$ cat config.mk
export PLATFORM = sky130hd
export DESIGN_NAME = scx_arb
export DESIGN_NICKNAME = d
export VERILOG_FILES = /design/src/rtl/scx_arb.sv
export SDC_FILE = /design/constraint.sdc
export NUM_CORES = 1
export LEC_CHECK = 0
export BUFFER_PORTS_ARGS = -buffer_cell sky130_fd_sc_hd__buf_2
export CORE_AREA = 2 2 142 144
export DETAILED_ROUTE_END_ITERATION = 16
export DIE_AREA = 0 0 144 146
export HOLD_SLACK_MARGIN = 0.02
export PLACE_DENSITY_LB_ADDON = 0.12
export SYNTH_ARGS = -nofsm -noshare
export SYNTH_HDL_FRONTEND = slang
export SYNTH_SLANG_ARGS = --single-unit
$ cat constraint.sdc
create_clock -name CLK -period 2.63 [get_ports CLK]
set_clock_uncertainty 0.2 [all_clocks]
set_input_delay 0.3945 -clock CLK [delete_from_list [all_inputs] [get_ports CLK]]
set_output_delay 0.3945 -clock CLK [all_outputs]
set_load 0.02 [all_outputs]
$ cat src/rtl/scx_arb.sv
// Two-requester arbiter in front of a single SCx slave core.
// Round-robin on collision, LOCK-held bursts, wait timeout with fault.
module scx_arb #(
    parameter int unsigned TO_CYCLES = 255
) (
    input  logic        CLK,
    input  logic        nRST,
    input  logic        R0_REQ,
    input  logic        R0_LOCK,
    input  logic        R0_WT,
    input  logic [3:0]  R0_BE,
    input  logic [31:0] R0_ADDR,
    input  logic [38:0] R0_WDT,
    output logic        R0_nWAIT,
    output logic        R0_FAULT,
    output logic        R0_TimeOut,
    output logic [38:0] R0_RDT,
    input  logic        R1_REQ,
    input  logic        R1_LOCK,
    input  logic        R1_WT,
    input  logic [3:0]  R1_BE,
    input  logic [31:0] R1_ADDR,
    input  logic [38:0] R1_WDT,
    output logic        R1_nWAIT,
    output logic        R1_FAULT,
    output logic        R1_TimeOut,
    output logic [38:0] R1_RDT,
    output logic        SCx_REQ,
    output logic        SCx_WT,
    output logic [3:0]  SCx_BE,
    output logic [31:0] SCx_ADDR,
    output logic [38:0] SCx_WDT,
    input  logic        SCx_nWAIT,
    input  logic        SCx_FAULT,
    input  logic [38:0] SCx_RDT,
    output logic [1:0]  GNT
);

    // State encoding doubles as the one-hot grant vector.
    typedef enum logic [1:0] {
        ST_IDLE = 2'b00,
        ST_G0   = 2'b01,
        ST_G1   = 2'b10
    } state_t;

    localparam logic [15:0] TO_W  = TO_CYCLES[15:0];
    localparam logic [15:0] TO_M1 = TO_W - 16'd1;

    state_t      r_state;
    state_t      w_nxt;
    logic        r_last;
    logic [15:0] r_wcnt;
    logic        w_to;
    logic        w_g0;
    logic        w_g1;

    always_ff @(posedge CLK or negedge nRST) begin
        if (!nRST) begin
            r_state <= ST_IDLE;
            r_last  <= 1'b1;
            r_wcnt  <= 16'd0;
        end else begin
            r_state <= w_nxt;
            if (w_nxt != r_state) begin
                if (w_nxt == ST_G0)
                    r_last <= 1'b0;
                else if (w_nxt == ST_G1)
                    r_last <= 1'b1;
            end
            if (w_nxt != r_state || SCx_nWAIT)
                r_wcnt <= 16'd0;
            else if (r_state != ST_IDLE && r_wcnt != TO_W)
                r_wcnt <= r_wcnt + 16'd1;
        end
    end

    // Timeout fires in the wait cycle that brings the count to TO_CYCLES.
    always_comb begin
        w_nxt = r_state;
        w_to  = 1'b0;
        case (r_state)
            ST_IDLE: begin
                if (R0_REQ && R1_REQ)
                    w_nxt = r_last ? ST_G0 : ST_G1;
                else if (R0_REQ)
                    w_nxt = ST_G0;
                else if (R1_REQ)
                    w_nxt = ST_G1;
            end
            ST_G0: begin
                w_to = !SCx_nWAIT && (r_wcnt == TO_M1);
                if (w_to || (!R0_REQ && !R0_LOCK && SCx_nWAIT))
                    w_nxt = R1_REQ ? ST_G1 : ST_IDLE;
            end
            ST_G1: begin
                w_to = !SCx_nWAIT && (r_wcnt == TO_M1);
                if (w_to || (!R1_REQ && !R1_LOCK && SCx_nWAIT))
                    w_nxt = R0_REQ ? ST_G0 : ST_IDLE;
            end
            default: w_nxt = ST_IDLE;
        endcase
    end

    assign w_g0 = (r_state == ST_G0);
    assign w_g1 = (r_state == ST_G1);
    assign GNT  = r_state;

    always_comb begin
        SCx_REQ    = 1'b0;
        SCx_WT     = 1'b0;
        SCx_BE     = 4'd0;
        SCx_ADDR   = 32'd0;
        SCx_WDT    = 39'd0;
        R0_nWAIT   = 1'b0;
        R0_FAULT   = 1'b0;
        R0_TimeOut = 1'b0;
        R0_RDT     = 39'd0;
        R1_nWAIT   = 1'b0;
        R1_FAULT   = 1'b0;
        R1_TimeOut = 1'b0;
        R1_RDT     = 39'd0;
        unique case (1'b1)
            w_g0: begin
                SCx_REQ    = R0_REQ && !w_to;
                SCx_WT     = R0_WT;
                SCx_BE     = R0_BE;
                SCx_ADDR   = R0_ADDR;
                SCx_WDT    = R0_WDT;
                R0_nWAIT   = SCx_nWAIT;
                R0_FAULT   = SCx_FAULT || w_to;
                R0_TimeOut = w_to;
                R0_RDT     = SCx_RDT;
            end
            w_g1: begin
                SCx_REQ    = R1_REQ && !w_to;
                SCx_WT     = R1_WT;
                SCx_BE     = R1_BE;
                SCx_ADDR   = R1_ADDR;
                SCx_WDT    = R1_WDT;
                R1_nWAIT   = SCx_nWAIT;
                R1_FAULT   = SCx_FAULT || w_to;
                R1_TimeOut = w_to;
                R1_RDT     = SCx_RDT;
            end
            default: ;
        endcase
    end

endmodule

==> impl_metrics.env, run 1 <==
export IMPL_outcome="finished, violations left"
export IMPL_violations="setup timing"
export IMPL_dpl_cell_area_sq_um=5410
export IMPL_synth_most_common_cell="and2_1"
export IMPL_cp_common_cell="buf_4"
export IMPL_dr_total_vias=4383
export IMPL_yosysTopAreaCellShare=0.185
export IMPL_synth_warnings=0
export IMPL_cp_end_kind="output pin"
export IMPL_postRouteAntennaNets=0
export IMPL_clk_latency_ns=0.25
export IMPL_async_reset_ff_frac=1.00
export IMPL_syn_area_sq_um=3090
export IMPL_drt_initial_drc_count=181
export IMPL_area_growth_pct=83.2
export IMPL_core_sq_um=19300
export IMPL_start_util=0.160
export IMPL_maxSlewHeadroom=0.589
export IMPL_wl_per_cell_um=17.1
export IMPL_grtUsageTotal=0.156
export IMPL_worstSetupPathType="reg2out"
export IMPL_cp_arrival_ns=2.11
export IMPL_fp_dieW_um=144
export IMPL_maxCapViolations=0
export IMPL_dpl_hpwl_mm=14.7
export IMPL_ys_dominant_reg_cell="dfrtp_1"
export IMPL_fin_nets=994
export IMPL_syn_avg_cell_area_sq_um=7.29
export IMPL_cellPowerDensity_nw_per_um2=936
export IMPL_slowest_stage="or4_4"
export IMPL_fmax_mhz=369
export IMPL_irDropWorstVdd_mv=0.424
export IMPL_cts_tree="done"
export IMPL_finalHoldViolCount=0
export IMPL_grt_pass1_vias=4206
export IMPL_numCtsBuffers=3
export IMPL_ios=362
export IMPL_gp_congestion=0.824
export IMPL_drc_errors=0
export IMPL_rows=51
export IMPL_grt_antenna_before_repair=1
export IMPL_rsz0062_at_grt="true"
export IMPL_grt_max_degree=81
export IMPL_synth_edf_count=0
export IMPL_setup_tns_ns=-0.233
export IMPL_place_ws_ns=-0.100
export IMPL_dr_pass1_iters=4
export IMPL_finalMaxSlewViolations=0
export IMPL_h_tree_depth=1
export IMPL_critPathMaxFanout=5
export IMPL_layout_setup_ws_ns=-0.0789
export IMPL_cts_root_buffer="clkbuf_16"
export IMPL_layout_drive_gt1_share=0.544
export IMPL_p_leak_nw=2.98
export IMPL_total_power_mw=5.29
export IMPL_yosys_top_cells_area="a22oi_1, and2_1, nor2b_1"
export IMPL_cts_buffer_depth=2
export IMPL_synth_top_cells_by_count="and2_1, nor2b_1, a22oi_1"
export IMPL_clock_sinks=19
export IMPL_portBuffers=361
export IMPL_cpPeakStageDelay_ns=0.56
export IMPL_die_y_um=146
export IMPL_cp_required_ns=2.04
export IMPL_stdcell_count=1053
export IMPL_setup_violations=4
export IMPL_fillerInstances=2199
export IMPL_grt_pass1_wl_mm=25.4
export IMPL_gr_total_overflow=0
export IMPL_wl_mm=18.0
export IMPL_ys_ff_latch=19
export IMPL_synth_cell_types=51
export IMPL_hold_ws_ns=0.288
export IMPL_syn_nets=629
export IMPL_syn_inst=423
export IMPL_cp_start_kind="register"
export IMPL_tightestPinTransition_ns=0.613
export IMPL_period_share=1.03
export IMPL_yosysTopAreaCell="a22oi_1"
export IMPL_utilization=0.292
export IMPL_placed_cells=1041
export IMPL_final_area_sq_um=5650
export IMPL_fin_crit_ns=2.71
export IMPL_synth_seq_area_share=0.155
export IMPL_dieArea_sq_um=21000
export IMPL_vias_per_cell=4.16
export IMPL_path_clk_slew_ns=0.06
export IMPL_crit_chain="or4_4, nor3_4, buf_4, and2_4, a21oi_4, nor2_1, buf_4"
export IMPL_hp_class="reg2reg"
cell families (layout without fill, tap and decap cells):
logic type / Yosys count / in the layout / synth area share
adders and majority gates: 7 / 7 / 0.0284
buffers and inverters: 46 / 410 / 0.0580
muxes: 4 / 4 / 0.0134
DFF: 19 / 19 / 0.155
AOI/OAI and AO/OA: 103 / 103 / 0.251
xor gates and xnor gates: 15 / 15 / 0.0426
other: 0 / 1 / 0
and+or+nand+nor: 229 / 229 / 0.452
power by group:
group	total (mW)	switching (mW)	internal, mW
Clock	0.330	0.124	0.206
Sequential	0.357	0.0266	0.331
Combinational	4.60	2.79	1.82
Total	5.29	2.94	2.35
cell type report:
cell class | count | area (sq um) | share of cell area
Timing Repair Buffer | 397 | 2180 | 0.386
Clock buffer | 3 | 75.1 | 0.0133
Inverter | 9 | 33.8 | 0.00598
Sequential cell | 19 | 477 | 0.0843
Tap cell | 265 | 332 | 0.0587
Multi-Input combinational cell | 358 | 2540 | 0.450
Antenna cell | 1 | 2.50 | 0.000443
Clock inverter | 1 | 7.51 | 0.00133
state kept, by name, summed over array words and instances (netlist names):
signal / count
r_wcnt: 16
GNT: 2
r_last: 1
critical path: cells and delay by family (launching register included):
kind | cells | cell delay [ns]
buffers and inverters | 2 | 0.33
and+or+nand+nor | 4 | 1.09
DFF | 1 | 0.38
AOI/OAI and AO/OA | 1 | 0.06
placed cells by master, fill, tap and decap left out, types with 2 or more instances in the layout:
master and count:
and3_1 4, dfrtp_1 18, buf_4 32, and2_1 80, nor2_1 21, a31oi_1 3
nand3_1 11, ha_1 4, a21oi_1 2, buf_6 2, o21ai_0 3, buf_12 5
buf_2 356, xor2_1 12, inv_1 8, nor2b_1 78, nand2_1 9, nand2b_1 2
or3_1 2, mux2i_1 3, nand3b_1 2, clkbuf_16 3, xnor2_1 3, a21oi_2 3
nand4_1 3, a22oi_1 76, or4_4 2, nor3b_1 2, ha_4 3
per-layer routing:
layer	global-route usage	vias up	share of wire	routed length (um)
met5	0	-	0	0
met4	0.0196	0	0.0098	176
met3	0.0267	10	0.073	1310
met2	0.289	147	0.52	9280
met1	0.191	2016	0.40	7220
li1	-	2210	-	-
timing repair:
item | CTS | global route
endpoints found under the hold margin | 18 | 0
setup endpoints to repair | 5 | 8
hold buffers | 1 | 0
pin swaps | 5 | 6
buffers inserted | 3 | 3
gates resized for setup | 16 | 8
path summary, 6_finish.rpt:
path / endpoint / depth (start not counted) / slack, ns / from
max reg2reg: r_last / 9 / -0.04 / r_wcnt[10]
min in group asynchronous: r_wcnt[4] / 2 / 0.42 / nRST
max: R1_FAULT / 7 / -0.08 / r_wcnt[10]
min reg2reg: r_last / 2 / 0.29 / r_last
max in group asynchronous: r_last / 2 / 1.46 / nRST
min: r_last / 2 / 0.29 / r_last
No activity file was read; power rests on OpenSTA's default activity.
==> inputs of run 2 (changes only) <==
ABC_AREA = 1   (was default)
==> run 2 against run 1 <==
Against the previous run:
- the run now ends clean
- setup slack better by 0.18 ns
- sequential cell count stayed put
- register-to-register slack better by 0.36 ns
- total power is 4.0% lower
- die area stayed put
- sequential share of layout area is 0.23 points higher
- final cell count is 16% higher
- count of clock-buffer cells in the layout stayed put
- first-iteration DRC count is 33% higher
- clock power is 2% lower
- design area is 2.6% lower
- critical endpoint is now SCx_WDT[2]
- highest routed layer is now met5
==> impl_metrics.env, run 2 <==
export IMPL_outcome="finished clean"
export IMPL_setup_tns_ns=0
export IMPL_tightestPinTransition_ns=0.489
export IMPL_total_power_mw=5.08
export IMPL_yosysTopAreaCellShare=0.322
export IMPL_portBuffers=361
export IMPL_start_util=0.160
export IMPL_cellPowerDensity_nw_per_um2=923
export IMPL_placed_cells=1209
export IMPL_synth_cell_types=30
export IMPL_synth_top_cells_by_count="nand2_1, inv_1, a21oi_1"
export IMPL_fp_dieW_um=144
export IMPL_setup_violations=0
export IMPL_grt_antenna_before_repair=13
export IMPL_period_share=0.961
export IMPL_layout_drive_gt1_share=0.446
export IMPL_cp_required_ns=2.04
export IMPL_cp_start_kind="register"
export IMPL_rr_worst_depth=14
export IMPL_synth_most_common_cell="nand2_1"
export IMPL_p_leak_nw=3.58
export IMPL_final_cell_mix="buf_2, nand2_1, inv_1"
export IMPL_yosysTopAreaCell="nand2_1"
export IMPL_stdcell_count=1223
export IMPL_grt_pass1_wl_mm=28.5
export IMPL_critPathMaxFanout=56
export IMPL_gr_total_overflow=0
export IMPL_maxSlewHeadroom=0.674
export IMPL_cp_arrival_ns=1.93
export IMPL_finalHoldViolCount=0
export IMPL_clock_sinks=19
export IMPL_die_y_um=146
export IMPL_postRouteAntennaNets=0
export IMPL_wl_mm=20.2
export IMPL_dr_total_vias=4854
export IMPL_ios=362
export IMPL_drc_errors=0
export IMPL_drt_initial_drc_count=240
export IMPL_dieArea_sq_um=21000
export IMPL_core_sq_um=19300
export IMPL_dpl_cell_area_sq_um=5350
export IMPL_final_area_sq_um=5500
export IMPL_async_reset_ff_frac=1.00
export IMPL_path_clk_slew_ns=0.06
export IMPL_irDropWorstVdd_mv=0.395
export IMPL_cts_buffer_depth=2
export IMPL_syn_area_sq_um=3090
export IMPL_synth_warnings=0
export IMPL_fin_crit_ns=2.53
export IMPL_hold_path_depth=2
export IMPL_vias_per_cell=3.97
export IMPL_switching_share=0.618
export IMPL_hp_class="reg2reg"
export IMPL_p_switching_mw=3.14
export IMPL_ys_ff_latch=19
export IMPL_cp_end_kind="output pin"
export IMPL_grt_max_degree=57
export IMPL_area_growth_pct=78.4
export IMPL_syn_avg_cell_area_sq_um=5.16
export IMPL_syn_inst=598
export IMPL_rows=51
export IMPL_finalMaxSlewViolations=0
export IMPL_dpl_hpwl_mm=17.4
export IMPL_wl_per_cell_um=16.5
export IMPL_pwr_share_seq=0.068
export IMPL_ys_dominant_reg_cell="dfrtp_1"
export IMPL_internal_power_mw=1.94
export IMPL_synth_edf_count=0
export IMPL_worstSetupPathType="reg2out"
export IMPL_grtUsageTotal=0.181
export IMPL_maxCapViolations=0
export IMPL_cts_root_buffer="clkbuf_16"
export IMPL_fillerInstances=2350
export IMPL_power_frac_comb=0.868
export IMPL_syn_nets=804
export IMPL_cts_tree="done"
export IMPL_fmax_mhz=396
export IMPL_fin_nets=1160
export IMPL_clk_latency_ns=0.25
export IMPL_largest_register_ffs=16
export IMPL_gp_congestion=0.875
export IMPL_max_flop_register="r_wcnt"
export IMPL_layout_commonest_cell="buf_2"
export IMPL_p_clk_frac=0.064
export IMPL_synth_seq_area_share=0.155
export IMPL_numCtsBuffers=3
export IMPL_hold_ws_ns=0.269
export IMPL_grt_pass1_vias=4590
export IMPL_dr_pass1_iters=5
export IMPL_h_tree_depth=1
export IMPL_yosys_top_cells_area="nand2_1, dfrtp_1, a21oi_1"
==> run 2: cell count changes after synthesis, sizes merged, moves of 4 or more <==
cell / previous run / this run
inv: 9 / 109
a21oi: 6 / 84
nand2: 10 / 275
nor2b: 78 / 0
nor2: 23 / 28
clkbuf: 34 / 24
and3: 5 / 0
xor2: 12 / 6
and2: 81 / 0
a22oi: 76 / 0
nand3: 11 / 15
buf: 3 / 11
==> run 2: critical path: stages (launching register included) <==
cell     delay, ns
dfrtp_1       0.37
inv_1         0.17
ha_4          0.21
buf_16        0.24
nand2_1       0.10
a21oi_2       0.31
buf_2         0.24
==> run 2: metal layers <==
metal | up-vias | wire [um] | GRT usage
met5 | - | 85 | 0
met4 | 14 | 157 | 0.0172
met3 | 24 | 2220 | 0.0770
met2 | 216 | 8730 | 0.275
met1 | 2095 | 9030 | 0.247
li1 | 2505 | - | -
==> run 2: path summary, 6_finish.rpt <==
path                         endpoint  startpoint  slack (ns)
max                        SCx_WDT[2]      GNT[0]        0.10
min                            r_last      r_last        0.27
max reg2reg                r_wcnt[14]  r_wcnt[10]        0.32
min reg2reg                    r_last      r_last        0.27
max in group asynchronous      r_last        nRST        1.44
min in group asynchronous   r_wcnt[5]        nRST        0.44
==> run 2: logic make-up (layout without fill, tap and decap cells) <==
kind of cell / after synthesis / count (layout) / share of synthesized area
AND/OR/NAND/NOR: 327 / 327 / 0.457
buffers and inverters: 144 / 499 / 0.181
AO/OA/AOI/OAI: 91 / 91 / 0.151
flip-flops: 19 / 19 / 0.155
XOR/XNOR: 10 / 10 / 0.0284
adder cells (fa/ha/maj): 7 / 7 / 0.0284
other: 0 / 5 / 0
==> run 2: power groups by stage <==
stage / combinational [mW] / sequential [mW] / clock, mW
floorplan: 2.56 / 0.377 / 0
global placement: 4.44 / 0.350 / 0
detailed placement: 4.41 / 0.350 / 0
CTS: 4.44 / 0.345 / 0.338
global route: 4.82 / 0.348 / 0.349
finish: 4.41 / 0.345 / 0.323
==> run 2: cell type report <==
cell class / count / area (sq um) / area share
Clock buffer: 3 / 75.1 / 0.0136
Antenna cell: 5 / 12.5 / 0.00227
Multi-Input combinational cell: 435 / 2090 / 0.379
Clock inverter: 1 / 5.00 / 0.000909
Timing Repair Buffer: 386 / 2100 / 0.382
Tap cell: 265 / 332 / 0.0602
Inverter: 109 / 412 / 0.0748
Sequential cell: 19 / 477 / 0.0866
==> run 2: stage by stage <==
stage	utilization	worst slack, ns
after CTS	0.282	0.00322
after global placement	0.277	0.247
after detailed placement	0.277	0.247
after floorplan	-	0.196
final	0.285	0.103
after global routing	0.284	-0.000643
==> run 2: what timing repair did <==
action	4_1_cts	5_1_grt
setup buffers	0	4
resized for setup	2	3
hold buffers	1	0
pin swaps	0	1
setup endpoints to repair	4	5
endpoints found under the hold margin	18	0
==> inputs of run 3 (changes only) <==
PLACE_DENSITY = 0.5   (was default)
PLACE_DENSITY_LB_ADDON = default   (was 0.12)
==> run 3 against run 2 <==
Against the previous run:
- first-iteration DRC count up 5.0%
- register-to-register slack better by 0.05 ns
- clock power fell by 4%
- largest power group unchanged
==> impl_metrics.env, run 3 (synthesized netlist as in run 2, its figures left out) <==
export IMPL_outcome="finished clean"
export IMPL_crit_buf_inv=3
export IMPL_cts_buffer_depth=2
export IMPL_die_y_um=146
export IMPL_maxSlewHeadroom=0.708
export IMPL_total_power_mw=4.90
export IMPL_fin_nets=1148
export IMPL_start_util=0.160
export IMPL_largest_register_ffs=16
export IMPL_rows=51
export IMPL_dieArea_sq_um=21000
export IMPL_postRouteAntennaNets=0
export IMPL_wl_per_cell_um=15.8
export IMPL_grt_antenna_before_repair=0
export IMPL_irDropWorstVdd_mv=0.405
export IMPL_hp_start="r_last"
export IMPL_layout_commonest_cell="buf_2"
export IMPL_wl_mm=19.1
export IMPL_grt_pass1_vias=4448
export IMPL_portBuffers=361
export IMPL_cp_required_ns=2.04
export IMPL_clock_sinks=19
export IMPL_clk_latency_ns=0.25
export IMPL_max_flop_register="r_wcnt"
export IMPL_vias_per_cell=4.10
export IMPL_fp_dieW_um=144
export IMPL_drt_initial_drc_count=252
export IMPL_cp_arrival_ns=1.97
export IMPL_area_growth_pct=74.7
export IMPL_crit_chain="inv_1, ha_4, buf_12, nand2_1, a21oi_1, buf_2"
export IMPL_ios=362
export IMPL_cts_root_buffer="clkbuf_16"
export IMPL_grt_pass1_wl_mm=27.0
export IMPL_numCtsBuffers=3
export IMPL_hp_class="reg2reg"
export IMPL_tightestPinTransition_ns=0.434
export IMPL_cellPowerDensity_nw_per_um2=910
export IMPL_gp_congestion=0.883
export IMPL_cpPeakStageDelay_ns=0.37
export IMPL_core_sq_um=19300
export IMPL_regArea_sq_um=478
export IMPL_startpoint="GNT[1]"
export IMPL_fin_crit_ns=2.56
export IMPL_gr_total_overflow=0
export IMPL_dr_pass1_iters=5
export IMPL_r2r_start="r_wcnt[1]"
export IMPL_path_clk_slew_ns=0.05
export IMPL_setup_violations=0
export IMPL_worstSetupPathType="reg2out"
export IMPL_h_tree_depth=1
export IMPL_cts_tree="done"
export IMPL_cp_end_kind="output pin"
export IMPL_dr_total_vias=4940
export IMPL_rsz0062_at_grt="false"
export IMPL_final_cell_mix="buf_2, nand2_1, inv_1"
export IMPL_grtUsageTotal=0.169
export IMPL_fmax_mhz=390
export IMPL_dpl_hpwl_mm=16.1
export IMPL_critPathMaxFanout=71
export IMPL_maxCapViolations=0
export IMPL_drc_errors=0
export IMPL_n_antenna_cell=0
export IMPL_slowest_stage="dfrtp_1"
export IMPL_utilization=0.279
export IMPL_setup_tns_ns=0
export IMPL_cp_start_kind="register"
export IMPL_dpl_cell_area_sq_um=5240
export IMPL_final_area_sq_um=5390
export IMPL_fillerInstances=2268
export IMPL_layout_drive_gt1_share=0.443
export IMPL_period_share=0.975
export IMPL_crit_family="buffers and inverters"
export IMPL_finalHoldViolCount=0
export IMPL_finalMaxSlewViolations=0
export IMPL_multiInputGateArea_sq_um=2090
export IMPL_grt_max_degree=72
export IMPL_p_leak_nw=3.52
run 3: area by class of cell:
class	count	share of cell area
sequential	19	0.0887
clock inverter	1	0.000929
multi-input combinational	435	0.389
clock buffer	3	0.0139
timing repair buffer	374	0.370
inverter	109	0.0759
tap	265	0.0615
run 3: report_power, final:
group / switching, mW / internal (mW)
Sequential: 0.0292 / 0.331
Combinational: 2.94 / 1.29
Clock: 0.108 / 0.204
run 3: worst reg2reg max path, cell delays in order, from the launching register on:
cell     delay (ns)
dfrtp_1        0.41
ha_1           0.21
nand3_1        0.10
nor2_1         0.09
a21oi_2        0.31
nand2_2        0.12
nor2_2         0.16
nand2_2        0.11
nor3_4         0.19
inv_1          0.08
o21ai_1        0.13
nor2_1         0.05
run 3: layer usage:
layer  share of wire  up-vias  GRT usage
li1                -     2472          -
met1            0.49     2208      0.261
met2            0.42      254      0.252
met3           0.085        6     0.0309
met4          0.0037        0     0.0132
met5               0        -          0
run 3: final timing paths:
check | end | slack [ns] | depth (start not counted)
max reg2reg | r_wcnt[11] | 0.37 | 11
max | SCx_WDT[29] | 0.07 | 6
min | r_last | 0.27 | 2
max in group asynchronous | r_last | 1.49 | 2
min reg2reg | r_last | 0.27 | 2
min in group asynchronous | GNT[1] | 0.42 | 2
run 3: per-stage QoR:
step | hold slack, ns | worst slack, ns | std cells
finish | 0.266 | 0.0669 | 1206
global route | 0.301 | 0.0241 | 1206
CTS | 0.272 | 0.0589 | 1204
detailed placement | 0.160 | 0.121 | 1199
global placement | 0.170 | 0.126 | 1199
floorplan | -0.101 | 0.196 | 598
run 3: what timing repair did:
action | 4_1_cts | 5_1_grt
buffers inserted | 0 | 2
endpoints found under the setup margin | 34 | 11
pin swaps | 0 | 1
hold endpoints to repair | 18 | 0
hold buffers | 1 | 0
gates resized for setup | 7 | 3
